## config.mk

```make
export PLATFORM = sky130hd
export DESIGN_NAME = pipe_stage_skid_flat
export DESIGN_NICKNAME = d
export VERILOG_FILES = /design/src/rtl/pipe_stage_skid_pkg.sv /design/src/rtl/pipe_stage_skid_if.sv /design/src/rtl/pipe_stage_skid_entry.sv /design/src/rtl/pipe_stage_skid.sv /design/src/flat_wrapper.sv
export SDC_FILE = /design/constraint.sdc
export NUM_CORES = 1
export LEC_CHECK = 0
export CELL_PAD_IN_SITES_DETAIL_PLACEMENT = 0
export CELL_PAD_IN_SITES_GLOBAL_PLACEMENT = 2
export CORE_MARGIN = 5
export CORE_UTILIZATION = 26
export DETAILED_ROUTE_END_ITERATION = 8
export GPL_ROUTABILITY_DRIVEN = 1
export PLACE_DENSITY = 0.81
export SLEW_MARGIN = 40
export SYNTH_ARGS = -nofsm -noshare
export SYNTH_HDL_FRONTEND = slang
export SYNTH_SLANG_ARGS = --single-unit
```

## constraint.sdc

```tcl
create_clock -name clk -period 3.5 [get_ports clk]
set_input_delay 0.7 -clock clk [delete_from_list [all_inputs] [get_ports clk]]
set_output_delay 0.7 -clock clk [all_outputs]
set_load 0.03 [all_outputs]
```

## src/rtl/pipe_stage_skid_pkg.sv

```systemverilog
// Shared types for the pipeline stage: occupancy state encoding and the default bubble control value.
package pipe_pkg;

    typedef enum logic [1:0] {
        EMPTY = 2'd0,
        ONE   = 2'd1,
        TWO   = 2'd2
    } pipe_state_e;

    // Wide all-zero constant; each stage truncates it to its own CTRL_W.
    localparam int unsigned BUBBLE_MAX_W = 256;
    localparam logic [BUBBLE_MAX_W-1:0] BUBBLE_CTRL_DEFAULT = '0;

endpackage

```

## src/rtl/pipe_stage_skid_if.sv

```systemverilog
// Upstream/downstream handshake bundle of one pipeline stage; slave is the stage's view, master the surroundings'.
interface pipe_stage_skid_if #(
    parameter int unsigned DATA_W = 64,
    parameter int unsigned CTRL_W = 24
);
    logic              in_valid;
    logic              in_ready;
    logic [DATA_W-1:0] in_data;
    logic [CTRL_W-1:0] in_ctrl;
    logic              flush;
    logic              out_valid;
    logic              out_ready;
    logic [DATA_W-1:0] out_data;
    logic [CTRL_W-1:0] out_ctrl;
    logic [1:0]        occupancy;

    modport slave (
        input  in_valid, in_data, in_ctrl, flush, out_ready,
        output in_ready, out_valid, out_data, out_ctrl, occupancy
    );

    modport master (
        output in_valid, in_data, in_ctrl, flush, out_ready,
        input  in_ready, out_valid, out_data, out_ctrl, occupancy
    );
endinterface

```

## src/rtl/pipe_stage_skid_entry.sv

```systemverilog
// pipe_entry: enable-loaded payload+control register with asynchronous active-high reset to zero.
module pipe_entry #(
    parameter int unsigned W = 88
) (
    input  logic         clk,
    input  logic         rst,
    input  logic         i_en,
    input  logic [W-1:0] i_d,
    output logic [W-1:0] o_q
);
    logic [W-1:0] r_q;

    always_ff @(posedge clk or posedge rst) begin
        if (rst) begin
            r_q <= '0;
        end else if (i_en) begin
            r_q <= i_d;
        end
    end

    assign o_q = r_q;
endmodule

```

## src/rtl/pipe_stage_skid.sv

```systemverilog
// Pipeline stage with flush; macro PIPE_STAGE_SKID_EN adds a skid entry and registered in_ready,
// otherwise it is a single-entry stage with combinational in_ready.
module pipe_stage_skid
    import pipe_pkg::*;
#(
    parameter int unsigned       DATA_W      = 64,
    parameter int unsigned       CTRL_W      = 24,
    parameter logic [CTRL_W-1:0] BUBBLE_CTRL = CTRL_W'(BUBBLE_CTRL_DEFAULT)
) (
    input logic              clk,
    input logic              rst,
    pipe_stage_skid_if.slave bus
);
    localparam int unsigned ENTRY_W = DATA_W + CTRL_W;

    pipe_state_e        r_state;
    pipe_state_e        w_next;
    logic               w_out_valid;
    logic               w_in_ready;
    logic               w_accept;
    logic               w_drain;
    logic               w_head_en;
    logic [ENTRY_W-1:0] w_in_entry;
    logic [ENTRY_W-1:0] w_head_d;
    logic [ENTRY_W-1:0] w_head_q;

    assign w_out_valid = (r_state != EMPTY);
    assign w_drain     = w_out_valid & bus.out_ready;
    assign w_accept    = bus.in_valid & w_in_ready;
    assign w_in_entry  = {bus.in_data, bus.in_ctrl};

    always_ff @(posedge clk or posedge rst) begin
        if (rst) begin
            r_state <= EMPTY;
        end else begin
            r_state <= w_next;
        end
    end

`ifdef PIPE_STAGE_SKID_EN
    logic               r_in_ready;
    logic               w_skid_en;
    logic [ENTRY_W-1:0] w_skid_q;

    // Registered ready: looks only at next state, so out_ready never reaches in_ready in the same cycle.
    always_ff @(posedge clk or posedge rst) begin
        if (rst) begin
            r_in_ready <= 1'b1;
        end else begin
            r_in_ready <= (w_next != TWO);
        end
    end

    assign w_in_ready = r_in_ready;

    always_comb begin
        w_next    = r_state;
        w_head_en = 1'b0;
        w_head_d  = w_in_entry;
        w_skid_en = 1'b0;
        if (bus.flush) begin
            w_next = EMPTY;
        end else begin
            case (r_state)
                EMPTY: begin
                    if (w_accept) begin
                        w_head_en = 1'b1;
                        w_next    = ONE;
                    end
                end
                ONE: begin
                    if (w_accept && w_drain) begin
                        w_head_en = 1'b1;
                    end else if (w_accept) begin
                        w_skid_en = 1'b1;
                        w_next    = TWO;
                    end else if (w_drain) begin
                        w_next = EMPTY;
                    end
                end
                TWO: begin
                    if (w_drain) begin
                        w_head_d  = w_skid_q;
                        w_head_en = 1'b1;
                        w_next    = ONE;
                    end
                end
                default: w_next = EMPTY;
            endcase
        end
    end

    pipe_entry #(.W(ENTRY_W)) u_skid (
        .clk  (clk),
        .rst  (rst),
        .i_en (w_skid_en),
        .i_d  (w_in_entry),
        .o_q  (w_skid_q)
    );
`else
    assign w_in_ready = bus.out_ready | ~w_out_valid;

    // In ONE an accept implies a same-cycle drain, since ready follows out_ready there.
    always_comb begin
        w_next    = r_state;
        w_head_en = 1'b0;
        w_head_d  = w_in_entry;
        if (bus.flush) begin
            w_next = EMPTY;
        end else begin
            case (r_state)
                EMPTY: begin
                    if (w_accept) begin
                        w_head_en = 1'b1;
                        w_next    = ONE;
                    end
                end
                ONE: begin
                    if (w_accept) begin
                        w_head_en = 1'b1;
                    end else if (w_drain) begin
                        w_next = EMPTY;
                    end
                end
                default: w_next = EMPTY;
            endcase
        end
    end
`endif

    pipe_entry #(.W(ENTRY_W)) u_head (
        .clk  (clk),
        .rst  (rst),
        .i_en (w_head_en),
        .i_d  (w_head_d),
        .o_q  (w_head_q)
    );

    assign bus.in_ready  = w_in_ready;
    assign bus.out_valid = w_out_valid;
    assign bus.out_data  = w_head_q[ENTRY_W-1:CTRL_W];
    assign bus.out_ctrl  = w_out_valid ? w_head_q[CTRL_W-1:0] : BUBBLE_CTRL;
    assign bus.occupancy = r_state;
endmodule

```

## src/flat_wrapper.sv

```systemverilog
// flat-port wrapper written by rule: the top's interface ports become plain ports
module pipe_stage_skid_flat import pipe_pkg::*;
#(
    parameter int unsigned       DATA_W      = 64,
    parameter int unsigned       CTRL_W      = 24,
    parameter logic [CTRL_W-1:0] BUBBLE_CTRL = CTRL_W'(BUBBLE_CTRL_DEFAULT)
)
  (clk, rst, bus_in_valid, bus_in_data, bus_in_ctrl, bus_flush, bus_out_ready, bus_in_ready, bus_out_valid, bus_out_data, bus_out_ctrl, bus_occupancy);
  pipe_stage_skid_if #(.DATA_W(DATA_W), .CTRL_W(CTRL_W)) bus_i ();
  input logic clk;
  input logic rst;
  input wire logic [$bits(bus_i.in_valid)-1:0] bus_in_valid;
  input wire logic [$bits(bus_i.in_data)-1:0] bus_in_data;
  input wire logic [$bits(bus_i.in_ctrl)-1:0] bus_in_ctrl;
  input wire logic [$bits(bus_i.flush)-1:0] bus_flush;
  input wire logic [$bits(bus_i.out_ready)-1:0] bus_out_ready;
  output wire logic [$bits(bus_i.in_ready)-1:0] bus_in_ready;
  output wire logic [$bits(bus_i.out_valid)-1:0] bus_out_valid;
  output wire logic [$bits(bus_i.out_data)-1:0] bus_out_data;
  output wire logic [$bits(bus_i.out_ctrl)-1:0] bus_out_ctrl;
  output wire logic [$bits(bus_i.occupancy)-1:0] bus_occupancy;
  assign bus_i.in_valid = bus_in_valid;
  assign bus_i.in_data = bus_in_data;
  assign bus_i.in_ctrl = bus_in_ctrl;
  assign bus_i.flush = bus_flush;
  assign bus_i.out_ready = bus_out_ready;
  assign bus_in_ready = bus_i.in_ready;
  assign bus_out_valid = bus_i.out_valid;
  assign bus_out_data = bus_i.out_data;
  assign bus_out_ctrl = bus_i.out_ctrl;
  assign bus_occupancy = bus_i.occupancy;
  pipe_stage_skid #(.DATA_W(DATA_W), .CTRL_W(CTRL_W), .BUBBLE_CTRL(BUBBLE_CTRL)) u_core (.clk(clk), .rst(rst), .bus(bus_i));
endmodule
```

==> flow_metrics.env, run 1 <==
export IMPL_crit_path_end_kind="output port"
export IMPL_final_setup_worst_slack_ns=0.755
export IMPL_p_per_area_nw_per_um2=552
export IMPL_synthCells=285
export IMPL_synth_common_cells="dfrtp_1 (89), mux2_2 (68), buf_4 (67)"
export IMPL_crit_chain="clkdlybuf4s50_1 > and2b_4 > inv_1 > clkdlybuf4s50_1"
export IMPL_cts_hold_buf=0
export IMPL_synth_most_common_cell="dfrtp_1"
export IMPL_grt_start_max_net_pins=88
export IMPL_grt_pass1_vias=2776
export IMPL_slew_viol_final=0
export IMPL_cp_slowest_stage_delay_ns=0.66
export IMPL_insertion_delay_ns=0.33
export IMPL_ios=185
export IMPL_worst_path_max_fanout=3
export IMPL_wl_per_cell_um=14.9
export IMPL_critical_path_class="input port to output port"
export IMPL_async_reset_ff_share_pct=100
export IMPL_hp_class="register to register"
export IMPL_worstMarginPinSlew_ns=0.501
export IMPL_worst_endpoint_arrival_ns=2.04
export IMPL_drive_above_1_share_pct=21.3
export IMPL_critPathMostFrequentCell="clkdlybuf4s50_1"
export IMPL_synth_ff_type="dfrtp_1"
export IMPL_root_buffer="clkbuf_16"
export IMPL_layout_nets=497
export IMPL_antenna_cells=0
export IMPL_total_power_w=0.00321
export IMPL_fin_crit_ns=2.74
export IMPL_status="finished, final reports clean"
export IMPL_drcViolationCount=0
export IMPL_worst_path_max_delay_cell="clkdlybuf4s50_1"
export IMPL_synth_nets=378
export IMPL_dieWidth_um=134
export IMPL_fp_row_count=45
export IMPL_clock_sinks=89
export IMPL_fp_coreArea_um2=15100
export IMPL_synth_top_cell_area_share_pct=56.0
export IMPL_ys_seq_elements=89
export IMPL_skew_ns=0.00587
export IMPL_p_leak_nw=2.34
export IMPL_post_cts_setup_buffers=0
export IMPL_cts_max_path_buffers=2
export IMPL_cts_tree="built"
export IMPL_die_area_um2=17900
export IMPL_dp_hpwl_um=6580
export IMPL_first_pass_iters=3
export IMPL_setup_viol=0
export IMPL_port_buffers=183
export IMPL_ant_nets=0
export IMPL_placed_cell_area_um2=5530
export IMPL_rsz0062_at_grt="no"
export IMPL_ys_warn_count=0
export IMPL_antenna_found_initial=0
export IMPL_fp_dieH_um=134
export IMPL_numCtsBuffers=9
export IMPL_finalHoldViolCount=0
export IMPL_ir_drop_mv=0.266
export IMPL_clk_pin_slew_worst_paths_ns=0.06
export IMPL_synthTopCellsByArea="dfrtp_1 (56%), mux2_2 (19%), buf_4 (13%), mux2_1 (5.7%), and2_1 (3.8%)"
export IMPL_n_fill_cell=1451
export IMPL_drt_initial_drc_count=81
export IMPL_place_gp_congestion=0.681
export IMPL_yosysSeqAreaShare_pct=56.0
export IMPL_fmax_mhz=364
export IMPL_vias=2445
export IMPL_ys_types=13
export IMPL_grt_pass1_wl_um=15100
export IMPL_yosysTopAreaCell="dfrtp_1"
export IMPL_cts_resized=0
export IMPL_start_kind="input port"
export IMPL_start_util_pct=26.4
export IMPL_grt_overflow=0
export IMPL_dp_cells=581
export IMPL_drt_wl_total_um=8920
export IMPL_synth_edf_count=0
export IMPL_vias_per_cell=4.10
export IMPL_avgSynthCellArea_um2=14.0
export IMPL_grt_usage_pct=10.8
export IMPL_timing_slew_headroom_pct=66.6
export IMPL_htreeDepth=3
export IMPL_crit_required_ns=2.80
export IMPL_synthesis_area_um2=3980
export IMPL_place_ws_ns=0.748
export IMPL_fin_area_um2=5820
export IMPL_area_growth_pct=46.2
export IMPL_fin_crit_sh_pct=78.4
export IMPL_fin_cells=597
export IMPL_setup_tns_ns=0
export IMPL_drv_cap=0
## worst max-delay path: cells and delay by family
family,cells,cell delay [ns]
buffers and inverters,3,1.15
AND/OR/NAND/NOR,1,0.19
## sequential cells by signal, indices dropped and copies added (netlist names)
register,flops
u_core.u_head.o_q,88
u_core.bus.occupancy,1
## final cells by class
| type | instances | area [µm²] | share of cell area, % |
|---|---|---|---|
| inverter | 2 | 10.0 | 0.172 |
| sequential | 89 | 2230 | 38.3 |
| clock inverter | 3 | 40.0 | 0.688 |
| tap | 188 | 235 | 4.04 |
| timing repair buffer | 185 | 1870 | 32.2 |
| clock buffer | 13 | 250 | 4.30 |
| multi-input combinational | 117 | 1180 | 20.3 |
## cell families (layout without fill, tap and decap cells)
logic type / after synthesis / count (layout) / synth area share (%)
other cells: 1 / 1 / 0.0942
simple gates: 28 / 28 / 4.69
mux: 88 / 88 / 24.9
flops: 89 / 89 / 56.0
buf+inv: 79 / 203 / 14.3
## cells in the final DEF, fill, tap and decap left out, types with 2 or more instances in the layout
cell type,count
clkinv_2,2
clkbuf_16,9
nor2_1,2
dfrtp_1,88
clkdlybuf4s50_1,183
clkbuf_1,3
and2_1,24
mux2_1,20
mux2_2,68
buf_12,2
## worst paths after layout
path	startpoint	endpoint	slack [ns]	cells after the start
setup reg to reg	u_core.bus.occupancy[0]	u_core.u_head.o_q[52]	1.45	4
hold / removal	u_core.u_head.o_q[21]	u_core.u_head.o_q[21]	0.48	1
hold reg to reg	u_core.u_head.o_q[21]	u_core.u_head.o_q[21]	0.48	1
max in group asynchronous	rst	u_core.bus.occupancy[0]	2.09	3
min in group asynchronous	rst	u_core.u_head.o_q[51]	0.76	2
setup / recovery	bus_out_ready	bus_in_ready	0.76	4
## layer usage
metal / vias up / track usage (%) / share of wire (%)
met2: 118 / 15.9 / 44
met5: - / 0 / 0
met3: 15 / 5.55 / 12
met1: 1185 / 13.0 / 41
li1: 1127 / - / -
met4: 0 / 5.20 / 2.3
## where the power goes
group	internal (W)	switching [W]
Combinational	0.000486	0.000484
Clock	0.000571	0.000380
Sequential	0.00120	0.0000844
## per-stage QoR
stage / utilization (%) / hold slack [ns]
3_3_place_gp: 36.6 / 0.458
6_report: 38.5 / 0.478
4_1_cts: 38.5 / 0.483
2_1_floorplan: - / 0.449
3_5_place_dp: 36.6 / 0.466
5_1_grt: 38.5 / 0.514
No activity file was read; power rests on OpenSTA's default activity.
==> run 2, diff against run 1 <==
- CORE_UTILIZATION: 26 -> 23
- PLACE_DENSITY: 0.81 -> 0.76
- clock period: 3.5 -> 2.4 ns (I/O delays scaled with it)
==> flow_metrics.env, run 2 (same netlist as run 1, synthesis figures left out) <==
export IMPL_numCtsBuffers=9
export IMPL_n_fill_cell=1677
export IMPL_post_cts_setup_buffers=0
export IMPL_fin_crit_ns=2.31
export IMPL_setup_viol=0
export IMPL_dp_hpwl_um=7280
export IMPL_crit_required_ns=1.92
export IMPL_layout_common_cells="clkdlybuf4s50_1 (164), dfrtp_1 (89), mux2_2 (68), and2_1 (24), mux2_1 (20)"
export IMPL_fp_row_count=48
export IMPL_die_area_um2=20000
export IMPL_ant_nets=0
export IMPL_worst_endpoint_arrival_ns=1.83
export IMPL_fp_coreArea_um2=17100
export IMPL_timing_slew_headroom_pct=62.6
export IMPL_drt_wl_total_um=9520
export IMPL_p_per_area_nw_per_um2=791
export IMPL_crit_path_end_kind="output port"
export IMPL_htreeDepth=3
export IMPL_cts_max_path_buffers=2
export IMPL_cts_tree="built"
export IMPL_drt_initial_drc_count=57
export IMPL_dieWidth_um=142
export IMPL_skew_ns=0.00909
export IMPL_hp_class="register to register"
export IMPL_slew_viol_final=0
export IMPL_drcViolationCount=0
export IMPL_worst_path_max_fanout=8
export IMPL_root_buffer="clkbuf_16"
export IMPL_setup_tns_ns=0
export IMPL_place_gp_congestion=0.708
export IMPL_worstMarginPinSlew_ns=0.559
export IMPL_fin_crit_sh_pct=96.3
export IMPL_cts_resized=2
export IMPL_insertion_delay_ns=0.34
export IMPL_start_kind="register"
export IMPL_grt_usage_pct=9.77
export IMPL_status="finished, final reports clean"
export IMPL_ir_drop_mv=0.292
export IMPL_grt_overflow=0
export IMPL_area_growth_pct=50.9
export IMPL_cts_hold_buf=0
export IMPL_worstHoldPathCells=1
export IMPL_largest_reg_flops=88
export IMPL_grt_start_max_net_pins=40
export IMPL_ios=185
export IMPL_drive_above_1_share_pct=23.1
export IMPL_layout_nets=504
export IMPL_placed_cell_area_um2=5660
export IMPL_grt_pass1_wl_um=15400
export IMPL_wl_per_cell_um=14.9
export IMPL_finalHoldViolCount=0
export IMPL_antenna_found_initial=0
export IMPL_drv_cap=0
export IMPL_p_leak_nw=2.67
export IMPL_fp_dieH_um=142
export IMPL_rsz0062_at_grt="no"
export IMPL_layout_commonest_cell="clkdlybuf4s50_1"
export IMPL_fin_area_um2=6000
export IMPL_antenna_cells=0
export IMPL_ff2ff_path_depth=5
export IMPL_start_util_pct=23.2
export IMPL_fmax_mhz=433
export IMPL_clock_sinks=89
export IMPL_clk_pin_slew_worst_paths_ns=0.07
export IMPL_grt_pass1_vias=2835
export IMPL_critical_path_class="register to output port"
export IMPL_port_buffers=183
export IMPL_vias=2471
export IMPL_first_pass_iters=4
export IMPL_vias_per_cell=3.85
==> run 2: final timing paths <==
| path | endpoint | slack, ns | from |
|---|---|---|---|
| hold / removal | u_core.u_head.o_q[32] | 0.48 | u_core.u_head.o_q[32] |
| hold reg to reg | u_core.u_head.o_q[32] | 0.48 | u_core.u_head.o_q[32] |
| max in group asynchronous | u_core.u_head.o_q[87] | 1.27 | rst |
| setup / recovery | bus_out_ctrl[15] | 0.09 | u_core.bus.occupancy[0] |
| setup reg to reg | u_core.u_head.o_q[53] | 0.62 | u_core.bus.occupancy[0] |
| min in group asynchronous | u_core.u_head.o_q[76] | 0.55 | rst |
==> run 2: metal layers <==
layer  wire, µm  part of all wire [%]  track usage, %  up-vias
met4        330                   3.5            5.71        0
li1           -                     -               -     1145
met2       4670                    49            15.7      102
met3        842                   8.8            3.37       19
met5          0                     0               0        -
met1       3680                    39            11.3     1205
==> run 2: final cells by class <==
class	count	area (µm²)	share of cell area, %
clock buffers	9	225	3.75
multi-input cells	117	1180	19.7
repair buffers	192	2000	33.3
well taps	225	282	4.69
inverters	2	11.3	0.188
flip-flops and latches	89	2230	37.1
clock inverters	7	76.3	1.27
==> run 2: report_power, final <==
group / leakage [nW] / switching (W) / total [W] / internal [W]
clock: 0.143 / 0.000618 / 0.00143 / 0.000816
combinational: 1.48 / 0.000716 / 0.00144 / 0.000719
sequential: 1.05 / 0.000123 / 0.00188 / 0.00175
total: 2.67 / 0.00146 / 0.00475 / 0.00329
==> run 2: critical path: stages, from the launching register on <==
cell             delay (ns)
dfrtp_1                0.47
buf_4                  0.20
and2_1                 0.12
clkdlybuf4s50_1        0.69
==> run 2: through the flow <==
stage                     worst slack [ns]  total power [W]  hold slack (ns)  std cells  util (%)
final                               0.0896          0.00475            0.483        641      35.1
after detailed placement            0.0873          0.00337            0.468        625      33.1
after global routing               0.00165          0.00498            0.500        641      35.1
after CTS                          0.00275          0.00486            0.488        641      34.8
after floorplan                      0.611          0.00293            0.449        285         -
after global placement              0.0834          0.00335            0.459        625      33.1
